**src/rtl/alu_16_result_queue.sv**
```systemverilog
// Result queue behind the 16-bit ALU: stores y/op with zero/neg flags computed at write time,
// and presents the head entry to a consumer that may stall.
module alu_16_result_queue #(
  parameter int DEPTH = 4,
  parameter int CNT_W = 16
) (
  input  logic                    clk,
  input  logic                    rst,
  input  logic                    flush,
  input  logic                    in_valid,
  output logic                    in_ready,
  input  logic [15:0]             in_y,
  input  logic [1:0]              in_op,
  output logic                    out_valid,
  input  logic                    out_ready,
  output logic [15:0]             out_y,
  output logic [1:0]              out_op,
  output logic                    out_zero,
  output logic                    out_neg,
  output logic [$clog2(DEPTH):0]  level,
  output logic [CNT_W-1:0]        accepted_cnt
);

  localparam int PTR_W = $clog2(DEPTH);
  localparam int LVL_W = PTR_W + 1;
  localparam logic [LVL_W-1:0] FULL_LVL = LVL_W'(DEPTH);

  logic [15:0]      mem_y    [DEPTH];
  logic [1:0]       mem_op   [DEPTH];
  logic             mem_zero [DEPTH];
  logic             mem_neg  [DEPTH];
  logic [PTR_W-1:0] wr_ptr;
  logic [PTR_W-1:0] rd_ptr;
  logic             push;
  logic             pop;

  // in_ready depends only on registered level, so out_ready never reaches it combinationally
  assign in_ready  = (level != FULL_LVL);
  assign out_valid = (level != '0);
  assign push      = in_valid & in_ready;
  assign pop       = out_valid & out_ready;

  always_ff @(posedge clk or posedge rst) begin
    if (rst) begin
      wr_ptr       <= '0;
      rd_ptr       <= '0;
      level        <= '0;
      accepted_cnt <= '0;
    end else if (flush) begin
      wr_ptr       <= '0;
      rd_ptr       <= '0;
      level        <= '0;
      accepted_cnt <= '0;
    end else begin
      if (push) begin
        wr_ptr       <= wr_ptr + PTR_W'(1);
        accepted_cnt <= accepted_cnt + CNT_W'(1);
      end
      if (pop) begin
        rd_ptr <= rd_ptr + PTR_W'(1);
      end
      if (push && !pop) begin
        level <= level + LVL_W'(1);
      end else if (pop && !push) begin
        level <= level - LVL_W'(1);
      end
    end
  end

  // Storage needs no reset: stale contents are masked by the out_valid forcing below
  always_ff @(posedge clk) begin
    if (push) begin
      mem_y[wr_ptr]    <= in_y;
      mem_op[wr_ptr]   <= in_op;
      mem_zero[wr_ptr] <= (in_y == 16'h0000);
      mem_neg[wr_ptr]  <= in_y[15];
    end
  end

  always_comb begin
    out_y    = '0;
    out_op   = '0;
    out_zero = 1'b0;
    out_neg  = 1'b0;
    if (out_valid) begin
      out_y    = mem_y[rd_ptr];
      out_op   = mem_op[rd_ptr];
      out_zero = mem_zero[rd_ptr];
      out_neg  = mem_neg[rd_ptr];
    end
  end

endmodule

```
**config.mk**
```make
export PLATFORM = sky130hd
export DESIGN_NAME = alu_16_result_queue
export DESIGN_NICKNAME = d
export VERILOG_FILES = /design/src/rtl/alu_16_result_queue.sv
export SDC_FILE = /design/constraint.sdc
export NUM_CORES = 1
export LEC_CHECK = 0
export CORE_MARGIN = 4
export CORE_UTILIZATION = 44
export DETAILED_ROUTE_END_ITERATION = 16
export PLACE_DENSITY = 0.7
export SLEW_MARGIN = 15
export SYNTH_ARGS = -nofsm -noshare
export SYNTH_HDL_FRONTEND = slang
export SYNTH_SLANG_ARGS = --single-unit
```
**constraint.sdc**
```tcl
create_clock -name clk -period 2.2 [get_ports clk]
set_input_delay 0.55 -clock clk [delete_from_list [all_inputs] [get_ports clk]]
set_output_delay 0.55 -clock clk [all_outputs]
set_load 0.005 [all_outputs]
```
==> impl_metrics.env, run 1 <==
export IMPL_pwr_share_seq_pct=39.7
export IMPL_setup_slack_ns=-0.1516
export IMPL_grt_start_max_net_pins=24
export IMPL_fin_skew_ns=0.007384
export IMPL_finalCritPeriodShare_pct=106.9
export IMPL_netlist_area_um2=4202
export IMPL_cp_top_family="multiplexers"
export IMPL_setup_violations=20
export IMPL_combPwrFrac_pct=39.6
export IMPL_outcome="finished with violations"
export IMPL_pwr_share_clk_pct=20.8
export IMPL_rsz0062_at_grt="yes"
export IMPL_hold_viol_final=0
export IMPL_critical_path_max_fanout=6
export IMPL_p_switching_mw=1.636
export IMPL_arrival_ns=1.80
export IMPL_fp_dieArea_um2=11180
export IMPL_final_nets=395
export IMPL_drt_iter0_markers=106
export IMPL_max_freq_mhz=425.2
export IMPL_gp_congestion=0.7578
export IMPL_synth_mux_area_share_pct=12.03
export IMPL_drive_gt1_share_pct=32.88
export IMPL_hold_buffers=0
export IMPL_clock_sinks=99
export IMPL_violations="negative setup slack"
export IMPL_ant_nets=0
export IMPL_antenna_found_initial=0
export IMPL_worstMarginPinSlew_ns=0.4428
export IMPL_syn_to_final_growth_pct=32.46
export IMPL_drc_errors=0
export IMPL_first_pass_iters=4
export IMPL_synth_xor_area_share_pct=2.710
export IMPL_port_buffers=63
export IMPL_synthSimpleGateAreaFrac_pct=11.91
export IMPL_synth_cell_types=36
export IMPL_dp_cells=477
export IMPL_crit_slowest_cell="mux4_2"
export IMPL_vias=2458
export IMPL_startpoint="rd_ptr[0]$_DFFE_PP0P_"
export IMPL_htreeDepth=3
export IMPL_finalMaxSlewViolations=0
export IMPL_critPathMaxStageDelay_ns=0.52
export IMPL_viasPerCell=4.916
export IMPL_period_needed_ns=2.352
export IMPL_vdd_ir_drop_worst_mv=0.5436
export IMPL_synth_fa_ha_area_share_pct=1.965
export IMPL_syn_nets=291
export IMPL_switching_share_pct=28.23
export IMPL_io_pins=64
export IMPL_crit_chain="buf_12 > buf_12 > mux4_2 > and2_4 > buf_6"
export IMPL_synth_top_family_by_area="multiplexers"
export IMPL_clkTransAtPathRegs_ns=0.10
export IMPL_ys_ff_latch=99
export IMPL_critPathBufInv=3
export IMPL_post_route_util_pct=59.95
export IMPL_r2r_start="level[0]$_DFFE_PP0P_"
export IMPL_syn_avg_cell_area_um2=16.04
export IMPL_crit_top_cell="buf_12"
export IMPL_gr_usage_all_layers_pct=15.45
export IMPL_power_leakage_nw=2.083
export IMPL_core_area_um2=9284
export IMPL_hold_class="in2async"
export IMPL_final_area_um2=5565
export IMPL_clockBufferDepth=2
export IMPL_cts_tree="yes"
export IMPL_cap_violations=0
export IMPL_initial_core_util_pct=45.26
export IMPL_worstPathRequired_ns=1.65
export IMPL_place_area_um2=5239
export IMPL_wl_per_cell_um=16.23
export IMPL_fin_cells=500
export IMPL_rows=35
export IMPL_postRouteWirelength_mm=8.117
export IMPL_critPathKind="reg2out"
export IMPL_grt_pass1_wl_mm=13.35
export IMPL_grt_overflow=0
export IMPL_ys_seq_area_share_pct=68.02
export IMPL_antenna_cells=0
export IMPL_worstSetupEndpointType="primary output"
export IMPL_cts_made_buffers=9
export IMPL_synth_compound_area_share_pct=1.608
export IMPL_clock_latency_ns=0.36
export IMPL_cts_root_buf="clkbuf_8"
export IMPL_power_density_nw_per_um2=1041
export IMPL_tns_ns=-1.886
export IMPL_power_internal_mw=4.160
export IMPL_place_hpwl_mm=5.666
export IMPL_die_y_um=105.7
export IMPL_synth_cells=262
export IMPL_slew_headroom_pct=70.21
export IMPL_die_width_um=105.7
export IMPL_ys_warn_count=0
export IMPL_cp_start_kind="flop"
export IMPL_grt_pass1_vias=2560
==> cell usage after synthesis, drive strengths merged <==
cell type | instances | area share [%]
edfxtp | 76 | 54
xor2 | 4 | 0.83
xnor2 | 9 | 1.9
mux2i | 1 | 0.24
nand2b | 2 | 0.30
mux4 | 19 | 10
nor4 | 6 | 1.0
nand3 | 8 | 0.95
nor4b | 2 | 0.42
nor2b | 4 | 0.60
nand4 | 3 | 0.45
a31o | 2 | 0.42
a2111oi | 1 | 0.21
clkbuf | 8 | 0.71
a21oi | 6 | 0.71
o22ai | 1 | 0.15
and3 | 6 | 0.89
nand2 | 7 | 0.80
dfrtp | 23 | 14
and4 | 1 | 0.21
or3 | 2 | 0.30
buf | 3 | 0.42
ha | 5 | 1.5
o21ai | 1 | 0.12
fa | 1 | 0.48
and2 | 19 | 2.8
nor2 | 24 | 2.1
nor3b | 2 | 0.63
nor3 | 3 | 0.36
inv | 7 | 0.63
mux2 | 6 | 1.6
==> tightest hold or removal path, cell delays in order <==
cell             delay [ns]
clkdlybuf4s50_1        0.39
inv_1                  0.05
buf_4                  0.29
==> cell type report <==
cell class,count,area (µm²)
repair buffers,104,1001
well taps,129,161.4
clock buffers,9,123.9
clock inverters,7,86.33
inverters,7,26.28
flip-flops and latches,99,2859
fillers,734,3719
multi-input cells,145,1308
==> routing by layer <==
layer	up-vias	global-route usage (%)	routed length [µm]
met5	-	0	0
met4	0	6.383	122
met3	10	2.756	251
met2	39	26.09	4178
met1	1218	19.75	3564
li1	1191	-	-
==> path summary, 6_finish.rpt <==
path                       depth (start not counted)  slack (ns)                      endpoint
setup / recovery                                   5       -0.15                     out_y[14]
hold / removal                                     3        0.52  accepted_cnt[12]$_DFFE_PP0P_
setup reg to reg                                  10        0.17          level[2]$_DFFE_PP0P_
hold reg to reg                                    2        0.58   accepted_cnt[1]$_DFFE_PP0P_
max in group asynchronous                          3        1.43         rd_ptr[0]$_DFFE_PP0P_
min in group clk                                   2        0.58   accepted_cnt[1]$_DFFE_PP0P_
==> through the flow <==
| stage | hold slack [ns] | power [mW] | setup slack (ns) |
|---|---|---|---|
| after global placement | 0.5589 | 4.351 | -0.08484 |
| after floorplan | 0.5425 | 3.306 | 0.04310 |
| after global routing | 0.5348 | 6.126 | -0.2129 |
| final | 0.5188 | 5.796 | -0.1516 |
| after CTS | 0.5196 | 5.743 | -0.1520 |
| after detailed placement | 0.5669 | 4.393 | -0.1950 |
==> kinds of logic (layout without fill, tap and decap cells) <==
family / Yosys count / count (layout)
flip-flops: 99 / 99
AND/OR/NAND/NOR: 89 / 89
multiplexers: 26 / 26
buffers and inverters: 18 / 127
XOR/XNOR: 13 / 13
AO/OA/AOI/OAI: 11 / 11
adder cells (fa/ha/maj): 6 / 6
==> layout by cell type, fill, tap and decap left out, drive strengths merged, types with 2 or more instances in the layout <==
master,instances
ha,5
clkdlybuf4s50,41
edfxtp,76
nor4b,2
nor4,6
mux2,6
clkinv,3
nor2b,4
mux4,19
and3,6
a21oi,6
inv,10
or3,2
a31o,2
xor2,4
buf,61
dfrtp,23
nor3,3
nor3b,2
xnor2,9
nand4,3
nor2,24
nand2,7
nand2b,2
clkbuf,9
nand3,8
and2,19
==> timing repair <==
item | in CTS | in global routing
resized for setup | 107 | 13
endpoints found under the setup margin | 22 | 22
setup buffers | 4 | 3
cloned | 1 | 0
pin swaps | 19 | 2
==> power by group through the flow <==
stage / Clock (mW) / Combinational (mW) / Sequential (mW)
4_1_cts: 1.23 / 2.21 / 2.30
3_5_place_dp: 0 / 2.05 / 2.34
5_1_grt: 1.33 / 2.48 / 2.32
2_1_floorplan: 0 / 0.958 / 2.35
6_report: 1.20 / 2.29 / 2.30
3_3_place_gp: 0 / 2.02 / 2.33
==> state kept, by name, summed over array words and instances, names as in the netlist <==
name / cells
mem_zero: 4
mem_y: 62
level: 3
accepted_cnt: 16
mem_neg: 2
rd_ptr: 2
mem_op: 8
wr_ptr: 2
Power figures use the tool's default switching activity.
==> inputs of run 2 (changes only) <==
Settings changed: CORE_UTILIZATION 44 to 41, GPL_ROUTABILITY_DRIVEN set to 0, PLACE_DENSITY 0.7 to 0.66.
==> impl_metrics.env, run 2 (synthesis gave the netlist of run 1 again) <==
export IMPL_clock_latency_ns=0.35
export IMPL_violations="negative setup slack"
export IMPL_drc_errors=0
export IMPL_drive_gt1_share_pct=32.88
export IMPL_grt_pass1_wl_mm=12.57
export IMPL_antenna_found_initial=0
export IMPL_fin_cells=504
export IMPL_port_buffers=63
export IMPL_power_density_nw_per_um2=1026
export IMPL_setup_slack_ns=-0.1386
export IMPL_cp_start_kind="flop"
export IMPL_setup_violations=20
export IMPL_postRouteWirelength_mm=8.126
export IMPL_die_y_um=109.2
export IMPL_clock_sinks=99
export IMPL_power_leakage_nw=2.080
export IMPL_outcome="finished with violations"
export IMPL_htreeDepth=3
export IMPL_top_regs="mem_y x62, accepted_cnt x16, mem_op x8"
export IMPL_final_nets=395
export IMPL_fillers=772
export IMPL_core_area_um2=9864
export IMPL_slew_headroom_pct=74.45
export IMPL_grt_pass1_vias=2384
export IMPL_first_pass_iters=4
export IMPL_place_hpwl_mm=5.235
export IMPL_finalCritPeriodShare_pct=106.3
export IMPL_die_width_um=109.2
export IMPL_cts_made_buffers=9
export IMPL_arrival_ns=1.79
export IMPL_critPathMaxStageDelay_ns=0.47
export IMPL_antenna_cells=0
export IMPL_clkTransAtPathRegs_ns=0.10
export IMPL_grt_start_max_net_pins=24
export IMPL_cts_root_buf="clkbuf_8"
export IMPL_syn_to_final_growth_pct=33.53
export IMPL_finalMaxSlewViolations=0
export IMPL_ff_latch_area_um2=2858
export IMPL_hold_viol_final=0
export IMPL_largest_register_ffs=62
export IMPL_io_pins=64
export IMPL_rsz0062_at_grt="yes"
export IMPL_dp_cells=474
export IMPL_initial_core_util_pct=42.59
export IMPL_cp_top_family="multiplexers"
export IMPL_wl_per_cell_um=16.12
export IMPL_max_freq_mhz=427.6
export IMPL_worstSetupEndpointType="primary output"
export IMPL_gr_usage_all_layers_pct=14.07
export IMPL_cts_tree="yes"
export IMPL_viasPerCell=5.006
export IMPL_critPathKind="reg2out"
export IMPL_multi_input_area_um2=1314
export IMPL_crit_slowest_cell="mux4_2"
export IMPL_worstMarginPinSlew_ns=0.3822
export IMPL_grt_overflow=0
export IMPL_rows=36
export IMPL_clockBufferDepth=2
export IMPL_cap_violations=0
export IMPL_vias=2523
export IMPL_final_cell_mix="edfxtp_1, clkdlybuf4s50_1, buf_6"
export IMPL_fp_dieArea_um2=11930
export IMPL_ant_nets=0
export IMPL_vdd_ir_drop_worst_mv=0.4749
export IMPL_path_depth=5
export IMPL_whs_ns=0.5448
export IMPL_critical_path_max_fanout=7
export IMPL_period_needed_ns=2.339
export IMPL_final_common_cell="edfxtp_1"
export IMPL_hold_class="in2async"
export IMPL_crit_chain="buf_6 > buf_4 > mux4_2 > and2_4 > buf_2"
export IMPL_fin_skew_ns=0.008053
export IMPL_largest_register="mem_y"
export IMPL_critPathBufInv=3
export IMPL_r2r_cells=8
export IMPL_drt_iter0_markers=89
export IMPL_worstPathRequired_ns=1.65
run 2: through the flow:
step | worst slack, ns | power (mW) | area, µm² | util (%) | TNS [ns]
after floorplan | 0.04310 | 3.306 | 4202 | - | 0
after global placement | -0.1206 | 4.352 | 5229 | 53.01 | -1.050
after detailed placement | -0.1714 | 4.380 | 5229 | 53.01 | -1.417
after CTS | -0.1672 | 5.696 | 5540 | 56.16 | -2.402
after global routing | -0.2397 | 6.094 | 5610 | 56.87 | -4.166
final | -0.1386 | 5.759 | 5610 | 56.87 | -2.217
run 2: final cells by class:
| type | count | area share [%] |
|---|---|---|
| multi-input cells | 145 | 23.42 |
| flip-flops and latches | 99 | 50.94 |
| well taps | 133 | 2.966 |
| clock inverters | 7 | 0.9367 |
| repair buffers | 104 | 19.07 |
| clock buffers | 9 | 2.208 |
| inverters | 7 | 0.4683 |
run 2: worst register-to-register path: cells and delay by family, from the launching register on:
family | cells | cell delay (ns)
adders and majority gates | 1 | 0.24
AOI/OAI and AO/OA | 3 | 0.65
buffers and inverters | 1 | 0.16
DFF | 1 | 0.39
muxes | 1 | 0.13
and+or+nand+nor | 2 | 0.45
run 2: routing by layer:
metal  GRT usage, %  up-vias  wire length [µm]  share of wire [%]
met5              0        -                 0                  0
met4          4.809        0               100                1.2
met3          3.375        8               386                4.8
met2          21.97       57              4106                 51
met1          19.45     1264              3532                 43
li1               -     1194                 -                  -
run 2: power by group:
part	total, mW	internal, mW	switching, mW
combinational	2.42	1.49	0.927
sequential	2.29	2.22	0.0705
clock	1.05	0.420	0.628
run 2: path summary, 6_finish.rpt:
check / startpoint / to / slack [ns]
setup / recovery: rd_ptr[0]$_DFFE_PP0P_ / out_y[12] / -0.14
hold / removal: rst / accepted_cnt[7]$_DFFE_PP0P_ / 0.54
setup reg to reg: level[2]$_DFFE_PP0P_ / level[2]$_DFFE_PP0P_ / 0.04
hold reg to reg: wr_ptr[1]$_DFFE_PP0P_ / wr_ptr[1]$_DFFE_PP0P_ / 0.58
max in group asynchronous: rst / rd_ptr[1]$_DFFE_PP0P_ / 1.41
min in group clk: wr_ptr[1]$_DFFE_PP0P_ / wr_ptr[1]$_DFFE_PP0P_ / 0.58
run 2: what timing repair did:
action / in CTS / in global routing
pin swaps: 20 / 3
setup endpoints to repair: 22 / 22
gates resized for setup: 116 / 10
hold buffers: 0 / 0
setup buffers: 9 / 5
